## src/rtl/piso_tx_pkg.sv

```systemverilog
// Shared definitions for the piso_tx serial transmitter: FSM encoding and
// the bit-counter width helper.
package piso_tx_pkg;

  typedef logic [0:0] state_t;

  localparam logic [0:0] ST_IDLE  = 1'b0;
  localparam logic [0:0] ST_SHIFT = 1'b1;

  // The counter must reach WIDTH itself, hence WIDTH+1 codes.
  function automatic int cnt_w(input int w);
    return $clog2(w + 1);
  endfunction

endpackage

```

## src/rtl/piso_tx_if.sv

```systemverilog
// Control/status bundle of piso_tx; the slave modport is the transmitter side.
interface piso_tx_if
  import piso_tx_pkg::*;
#(
  parameter int WIDTH = 8
) ();

  // Handshake: a load is taken only on a cycle with en=1 while idle or on the
  // last bit of a word (done=1); any other load is dropped, nothing is queued.
  logic             en;
  logic             load;
  logic [WIDTH-1:0] data;
  logic             pr;
  logic             ps;
  logic             q;
  logic             busy;
  logic             done;
  state_t           state;

  modport master (
    output en, load, data, pr, ps,
    input  q, busy, done, state
  );

  modport slave (
    input  en, load, data, pr, ps,
    output q, busy, done, state
  );

endinterface

```

## src/rtl/piso_tx_shreg_en.sv

```systemverilog
// WIDTH-bit shift register with enable, sync clear (ps), sync set (pr) and
// parallel load; exposes the bit that will be sent after the current one.
module shreg_en #(
  parameter int WIDTH     = 8,
  parameter bit MSB_FIRST = 1'b1
) (
  input  logic             clk,
  input  logic             rst,
  input  logic             en,
  input  logic             pr,
  input  logic             ps,
  input  logic             ld,
  input  logic             sh,
  input  logic [WIDTH-1:0] din,
  output logic             nxt
);

  logic [WIDTH-1:0] sreg;

  // Same priority as the single D cells: rst > ps > pr > enabled operation.
  always_ff @(posedge clk) begin
    if (rst) begin
      sreg <= '0;
    end else if (ps) begin
      sreg <= '0;
    end else if (pr) begin
      sreg <= '1;
    end else if (en) begin
      if (ld) begin
        sreg <= din;
      end else if (sh) begin
        sreg <= MSB_FIRST ? {sreg[WIDTH-2:0], 1'b0} : {1'b0, sreg[WIDTH-1:1]};
      end
    end
  end

  assign nxt = MSB_FIRST ? sreg[WIDTH-2] : sreg[1];

endmodule

```

## src/rtl/piso_tx.sv

```systemverilog
// Parallel-in serial-out transmitter: captures a word on load and shifts it
// out on q one bit per enabled clock, with busy and a last-bit done pulse.
module piso_tx
  import piso_tx_pkg::*;
#(
  parameter int   WIDTH     = 8,
  parameter bit   MSB_FIRST = 1'b1,
  parameter logic IDLE_LVL  = 1'b0
) (
  input  logic      clk,
  input  logic      rst,
  piso_tx_if.slave  bus
);

  localparam int CW = cnt_w(WIDTH);

  state_t        state;
  logic [CW-1:0] cnt;
  logic          q_r;
  logic          last;
  logic          accept;
  logic          shift;
  logic          first_bit;
  logic          next_bit;

  // cnt holds the index (1-based) of the bit currently on q.
  assign last      = (state == ST_SHIFT) && (cnt == CW'(WIDTH));
  assign accept    = bus.en && bus.load && ((state == ST_IDLE) || last);
  assign shift     = bus.en && (state == ST_SHIFT) && !last;
  assign first_bit = MSB_FIRST ? bus.data[WIDTH-1] : bus.data[0];

  shreg_en #(
    .WIDTH     (WIDTH),
    .MSB_FIRST (MSB_FIRST)
  ) u_shreg (
    .clk (clk),
    .rst (rst),
    .en  (bus.en),
    .pr  (bus.pr),
    .ps  (bus.ps),
    .ld  (accept),
    .sh  (shift),
    .din (bus.data),
    .nxt (next_bit)
  );

  // After pr/ps, q keeps the forced level until the next accepted load.
  always_ff @(posedge clk) begin
    if (rst) begin
      state <= ST_IDLE;
      cnt   <= '0;
      q_r   <= IDLE_LVL;
    end else if (bus.ps) begin
      state <= ST_IDLE;
      cnt   <= '0;
      q_r   <= 1'b0;
    end else if (bus.pr) begin
      state <= ST_IDLE;
      cnt   <= '0;
      q_r   <= 1'b1;
    end else if (accept) begin
      state <= ST_SHIFT;
      cnt   <= CW'(1);
      q_r   <= first_bit;
    end else if (shift) begin
      cnt   <= cnt + CW'(1);
      q_r   <= next_bit;
    end else if (last && bus.en) begin
      state <= ST_IDLE;
      cnt   <= '0;
      q_r   <= IDLE_LVL;
    end
  end

  // A frozen (en=0) or aborted last bit does not count as completion.
  assign bus.done  = last && bus.en && !rst && !bus.pr && !bus.ps;
  assign bus.busy  = (state == ST_SHIFT);
  assign bus.q     = q_r;
  assign bus.state = state;

endmodule

```

## src/flat_wrapper.sv

```systemverilog
// flat-port wrapper written by rule: the top's interface ports become plain ports
module piso_tx_flat import piso_tx_pkg::*;
#(
  parameter int   WIDTH     = 8,
  parameter bit   MSB_FIRST = 1'b1,
  parameter logic IDLE_LVL  = 1'b0
)
  (clk, rst, bus_en, bus_load, bus_data, bus_pr, bus_ps, bus_q, bus_busy, bus_done, bus_state);
  piso_tx_if #(.WIDTH(WIDTH)) bus_i ();
  input  logic clk;
  input  logic rst;
  input wire logic [$bits(bus_i.en)-1:0] bus_en;
  input wire logic [$bits(bus_i.load)-1:0] bus_load;
  input wire logic [$bits(bus_i.data)-1:0] bus_data;
  input wire logic [$bits(bus_i.pr)-1:0] bus_pr;
  input wire logic [$bits(bus_i.ps)-1:0] bus_ps;
  output wire logic [$bits(bus_i.q)-1:0] bus_q;
  output wire logic [$bits(bus_i.busy)-1:0] bus_busy;
  output wire logic [$bits(bus_i.done)-1:0] bus_done;
  output wire logic [$bits(bus_i.state)-1:0] bus_state;
  assign bus_i.en = bus_en;
  assign bus_i.load = bus_load;
  assign bus_i.data = bus_data;
  assign bus_i.pr = bus_pr;
  assign bus_i.ps = bus_ps;
  assign bus_q = bus_i.q;
  assign bus_busy = bus_i.busy;
  assign bus_done = bus_i.done;
  assign bus_state = bus_i.state;
  piso_tx #(.WIDTH(WIDTH), .MSB_FIRST(MSB_FIRST), .IDLE_LVL(IDLE_LVL)) u_core (.clk(clk), .rst(rst), .bus(bus_i));
endmodule
```

## config.mk

```make
export PLATFORM = sky130hd
export DESIGN_NAME = piso_tx_flat
export DESIGN_NICKNAME = d
export VERILOG_FILES = /design/src/rtl/piso_tx_pkg.sv /design/src/rtl/piso_tx_if.sv /design/src/rtl/piso_tx_shreg_en.sv /design/src/rtl/piso_tx.sv /design/src/flat_wrapper.sv
export SDC_FILE = /design/constraint.sdc
export NUM_CORES = 1
export LEC_CHECK = 0
export ABC_AREA = 0
export BUFFER_PORTS_ARGS = -buffer_cell sky130_fd_sc_hd__buf_2
export CORE_MARGIN = 10
export CORE_UTILIZATION = 30
export CTS_CLUSTER_DIAMETER = 50
export DETAILED_ROUTE_END_ITERATION = 7
export GPL_TIMING_DRIVEN = 0
export PLACE_DENSITY = 0.56
export SYNTH_ARGS = -nofsm -noshare
export SYNTH_HDL_FRONTEND = slang
export SYNTH_SLANG_ARGS = --single-unit
```

## constraint.sdc

```tcl
create_clock -name clk -period 3.1 [get_ports clk]
set_input_delay 0.62 -clock clk [delete_from_list [all_inputs] [get_ports clk]]
set_output_delay 0.62 -clock clk [all_outputs]
set_load 0.01 [all_outputs]
```

==> Word-level counts from Yosys, hierarchy flattened <==
Index checks and enable logic that the tools add are counted.
{ "totals": {"ff_bits": 13, "latch_bits": 0, "ramBits": 0, "rom_bits": 0, "inputBits": 14, "word_cells": 47, "mem_count": 0} }
{ "classes": {"add_sub_neg": 1, "multipliers": 0, "n_div": 0, "n_lt_le_gt_ge": 0, "n_eq_ne": 2, "n_shift": 0, "muxes": 13, "n_bitwise": 1, "n_reduce_logical": 25} }
{ "ops": {"columns": ["cell", "count"], "rows": [
  ["7-bit two-way mux", 4],
  ["1-bit logical AND", 9],
  ["4-bit two-way mux", 2],
  ["1-bit two-way mux", 7],
  ["2-bit nonzero test", 3],
  ["3-bit nonzero test", 2],
  ["4-bit by 1-bit adder with 4-bit output, second input constant", 1],
  ["4-bit == test, second input constant", 1],
  ["1-bit zero test", 4],
  ["2-bit AND reduction", 2],
  ["4-bit nonzero test", 1],
  ["4-bit OR reduction", 1],
  ["3-bit OR reduction", 1],
  ["2-bit by 1-bit inequality test with 1-bit output, second input constant", 1],
  ["2-bit OR reduction", 1],
  ["1-bit logical OR", 1],
  ["1-bit inverter", 1]
]} }

==> Longest topological paths before layout <==
{ "depth": {"ltp_word": 8, "ltp_mapped": 6, "mapped_depth_nobuf": 6} }

==> Hierarchy <==
From an unflattened synthesis, not the netlist that was laid out.
{ "unflattened": {"hier_cells": 86, "area_unflattened_um2": 703.2} }
{ "by_module_without_submodules": {"columns": ["module", "instances", "cells_each", "area_each_um2", "seq_area_each_um2"], "rows": [
  ["piso_tx", 1, 46, 379.1, 120.1],
  ["shreg_en", 1, 40, 324.1, 140.1]
]} }

==> Worst setup path before layout <==
OpenSTA, ideal clock, no wires.
{ "synth_path": {"path_type": "input port to output port", "from": "input port bus_pr", "to": "output port bus_done", "arrival_ns": 1.338, "required_ns": 2.480, "slack_ns": 1.142, "path_stages": 2, "n_path_buf": 0, "cell_sequence": "or3_1 -> nor3_1"} }
{ "synth_via": {"elab_chain_len": 3} }
{ "synth_rtl": {"columns": ["item", "line_no", "text"], "rows": [
  ["start: declaration", "flat_wrapper.sv:15", "input wire logic [$bits(bus_i.pr)-1:0] bus_pr;"],
  ["1-bit zero test", "piso_tx.sv:76", "assign bus.done = last && bus.en && !rst && !bus.pr && !bus.ps;"],
  ["1-bit logical AND (2 in series)", "piso_tx.sv:76", null],
  ["end: declaration", "flat_wrapper.sv:19", "output wire logic [$bits(bus_i.done)-1:0] bus_done;"]
]} }
Every way passes these cells.

==> Final worst setup path <==
Ends and elaborated chain as after synthesis.

==> reports/metrics.json <==
{
  "outcome": "finished clean",
  "max_slew.worst_pin.slew_ns": 0.431,
  "clkLatencyLatePin_ns": 0.28,
  "post_synth_edffs": 0,
  "final_period_minus_worst_setup_slack_ns": 2.17,
  "peak_supply_drop_v": 0.000199,
  "report.final.slew_viol_count": 0,
  "synth-async-reset-ratio_pct": 0,
  "post-layout-total-power_mw": 0.331,
  "grt.total_usage_pct": 8.93,
  "die_width_um": 68.8,
  "avgViaCountPerCell": 5.38,
  "dp_slack_ns": 0.916,
  "clk_transition_reported_paths_ns": 0.08,
  "critPathLaunch": "bus_pr",
  "worst_hold_startpoint": "u_core.u_shreg.sreg[5]",
  "antenna_violating_nets_remaining": 0,
  "dr_total_vias": 731,
  "setup.reg_to_reg.worst_slack_ns": 1.34,
  "setup-tns-final_ns": 0,
  "largest_fanout_of_any_net_on_the_critical_path": 5,
  "fp.coreArea_um2": 2230,
  "placed_cells": 132,
  "ctsHtreeMaxLevel": 1,
  "postSynthRegisterBits": 13,
  "cts_hold_repair.buffers": 0,
  "cts.root.buffer_cell": "sky130_fd_sc_hd__clkbuf_4",
  "routed_wirelength_um": 1920,
  "setup.worst_path.end_class": "primary output",
  "row_count": 17,
  "netlist_top_cells_area": "sky130_fd_sc_hd__dfxtp_1 36%, sky130_fd_sc_hd__a21oi_1 9.1%, sky130_fd_sc_hd__nor3_1 6.3%, sky130_fd_sc_hd__a211oi_1 5.3%, sky130_fd_sc_hd__nor2_1 4.2%",
  "crit-reg2reg-launch": "u_core.cnt[0]",
  "grt_first_pass_wirelength_um": 3250,
  "flow.area_growth_from_synthesis_pct": 20.5,
  "antenna_found_initial": 0,
  "yosys_top_cell_area_share_pct": 36.4,
  "synth_cells": 87,
  "timing.slew.headroom_pct": 71.3,
  "yosysSeqAreaShare_pct": 36.4,
  "detailedPlacementHpwl_um": 1420,
  "global_placer_s_final_weighted_congestion": 0.808,
  "drtIter0Drc": 18,
  "grt.met2_usage_pct": 13.4,
  "largest_net_degree_at_the_start_of_global_routing": 11,
  "finalSetupViolCount": 0,
  "synthTopCellsByCount": "13 x sky130_fd_sc_hd__a21oi_1, 13 x sky130_fd_sc_hd__dfxtp_1, 9 x sky130_fd_sc_hd__nor3_1, 8 x sky130_fd_sc_hd__nor2_1, 5 x sky130_fd_sc_hd__a211oi_1",
  "grt_pass1_vias": 758,
  "drt_pass1_iterations": 4,
  "maximum_buffer_depth_of_the_clock_tree": 2,
  "max_cap_viol_count": 0,
  "p_per_area_nw_per_um2": 384,
  "number_of_gates_resized_after_cts": 0,
  "worst_slack_ns": 0.928,
  "cp.required_ns": 2.48,
  "avgSynthCellArea_um2": 8.21,
  "fmax_ghz": 0.460,
  "io-pin-count": 18,
  "fillers": 233,
  "total_clock_sinks": 13,
  "final-hold-violation-count": 0,
  "fin_cells": 136,
  "finalNetCount": 125,
  "io_buffer_count": 17,
  "drc": 0,
  "synthesis.area_um2": 714,
  "gr-usage-met1_pct": 9.57,
  "starting_utilization_of_the_core_area_pct": 32.0,
  "cp.arrival_ns": 1.55,
  "fp.dieArea_um2": 4730,
  "cts_inserted_buffers": 3,
  "cell_type_with_the_highest_aggregate_area_in_the_netlist": "sky130_fd_sc_hd__dfxtp_1",
  "drive_above_1_share_pct": 25.0,
  "min-delay-path-class": "flop to flop",
  "post-cts-setup-buffers": 0,
  "ys.flop_type": "sky130_fd_sc_hd__dfxtp_1",
  "syn-num-nets": 103,
  "rsz0062_at_grt": "no",
  "grt_overflow": 0,
  "start_kind": "primary input",
  "timing.final.crit_share_pct": 70.1,
  "post_drt_wl_per_cell_um": 14.1,
  "ant_cells": 0,
  "grt.met3_usage_pct": 3.70,
  "power_leakage_nw": 0.334,
  "yosysUniqueCellTypes": 30,
  "fin_skew_ns": 0.00386,
  "globalRoute.busiestLayer": "met2",
  "criticalPathCategory": "primary input to primary output",
  "dieHeight_um": 68.8,
  "cts_tree": "built",
  "yosysWarningCount": 0
}
## routing by layer
layer	wire, um	up-vias
li1	-	366
met1	853	330
met2	813	29
met3	208	6
met4	46	0
met5	0	-
## power by group
part	switching [mW]	leakage (nW)	internal [mW]	total [mW]
sequential	0.00433	0.106	0.173	0.178
combinational	0.0265	0.213	0.0201	0.0466
clock	0.0565	0.0150	0.0499	0.106
## path summary, 6_finish.rpt
kind                                 end  depth (start not counted)
setup reg to reg  u_core.u_shreg.sreg[1]                          6
hold reg to reg   u_core.u_shreg.sreg[5]                          2
hold / removal    u_core.u_shreg.sreg[5]                          2
setup / recovery                bus_done                          4
## state kept, by name, indices dropped and copies added, names as in the netlist
name	count
u_core.u_shreg.sreg	7
u_core.bus.q	1
u_core.bus.busy	1
u_core.cnt	4
## layout make-up
cell class	count	area (um^2)	area share, %
inverter	4	15.0	1.74
clock buffer	4	26.3	3.05
buffer	3	15.0	1.74
multi-input combinational	67	424	49.3
timing repair buffer	17	85.1	9.88
sequential	13	260	30.2
tap	28	35.0	4.07
## logic make-up after synthesis
| group | count (synthesis) | synth area share, % |
|---|---|---|
| AOI/OAI and AO/OA | 31 | 29.1 |
| adders and majority gates | 2 | 3.50 |
| muxes | 1 | 1.40 |
| DFF | 13 | 36.4 |
| and+or+nand+nor | 33 | 25.4 |
| buffers and inverters | 7 | 4.20 |
## placed cells by master, fill, tap and decap left out
| master | n |
|---|---|
| sky130_fd_sc_hd__or3_1 | 2 |
| sky130_fd_sc_hd__inv_1 | 4 |
| sky130_fd_sc_hd__mux2i_1 | 1 |
| sky130_fd_sc_hd__a221oi_1 | 1 |
| sky130_fd_sc_hd__and2_1 | 1 |
| sky130_fd_sc_hd__or2_2 | 1 |
| sky130_fd_sc_hd__dfxtp_1 | 13 |
| sky130_fd_sc_hd__nand2b_1 | 1 |
| sky130_fd_sc_hd__nand2_1 | 4 |
| sky130_fd_sc_hd__clkbuf_1 | 2 |
| sky130_fd_sc_hd__a21oi_1 | 13 |
| sky130_fd_sc_hd__a31oi_1 | 1 |
| sky130_fd_sc_hd__ha_1 | 2 |
| sky130_fd_sc_hd__a211oi_1 | 5 |
| sky130_fd_sc_hd__and3b_1 | 1 |
| sky130_fd_sc_hd__nand3b_4 | 1 |
| sky130_fd_sc_hd__nand4_1 | 1 |
| sky130_fd_sc_hd__nor3_1 | 9 |
| sky130_fd_sc_hd__nor4_1 | 2 |
| sky130_fd_sc_hd__clkbuf_4 | 3 |
| sky130_fd_sc_hd__o21ai_0 | 4 |
| sky130_fd_sc_hd__a311oi_1 | 2 |
| sky130_fd_sc_hd__nand2_2 | 2 |
| sky130_fd_sc_hd__nor2_1 | 8 |
| sky130_fd_sc_hd__buf_1 | 1 |
| sky130_fd_sc_hd__a21boi_0 | 1 |
| sky130_fd_sc_hd__a22oi_1 | 1 |
| sky130_fd_sc_hd__buf_4 | 1 |
| sky130_fd_sc_hd__a21o_1 | 1 |
| sky130_fd_sc_hd__a21oi_2 | 1 |
| sky130_fd_sc_hd__o211ai_4 | 1 |
| sky130_fd_sc_hd__buf_2 | 17 |
## critical path, stage by stage
cell	delay, ns
sky130_fd_sc_hd__buf_2	0.13
sky130_fd_sc_hd__or3_1	0.45
sky130_fd_sc_hd__nor3_1	0.19
sky130_fd_sc_hd__buf_2	0.16
## stage by stage
stage | hold WS (ns) | instance area, um^2 | util (%)
after CTS | 0.512 | 861 | 38.5
after global routing | 0.532 | 861 | 38.5
after detailed placement | 0.501 | 835 | 37.4
after floorplan | 0.473 | 714 | -
after global placement | 0.482 | 835 | 37.4
final | 0.509 | 861 | 38.5
No activity file was read; power rests on OpenSTA's default activity.
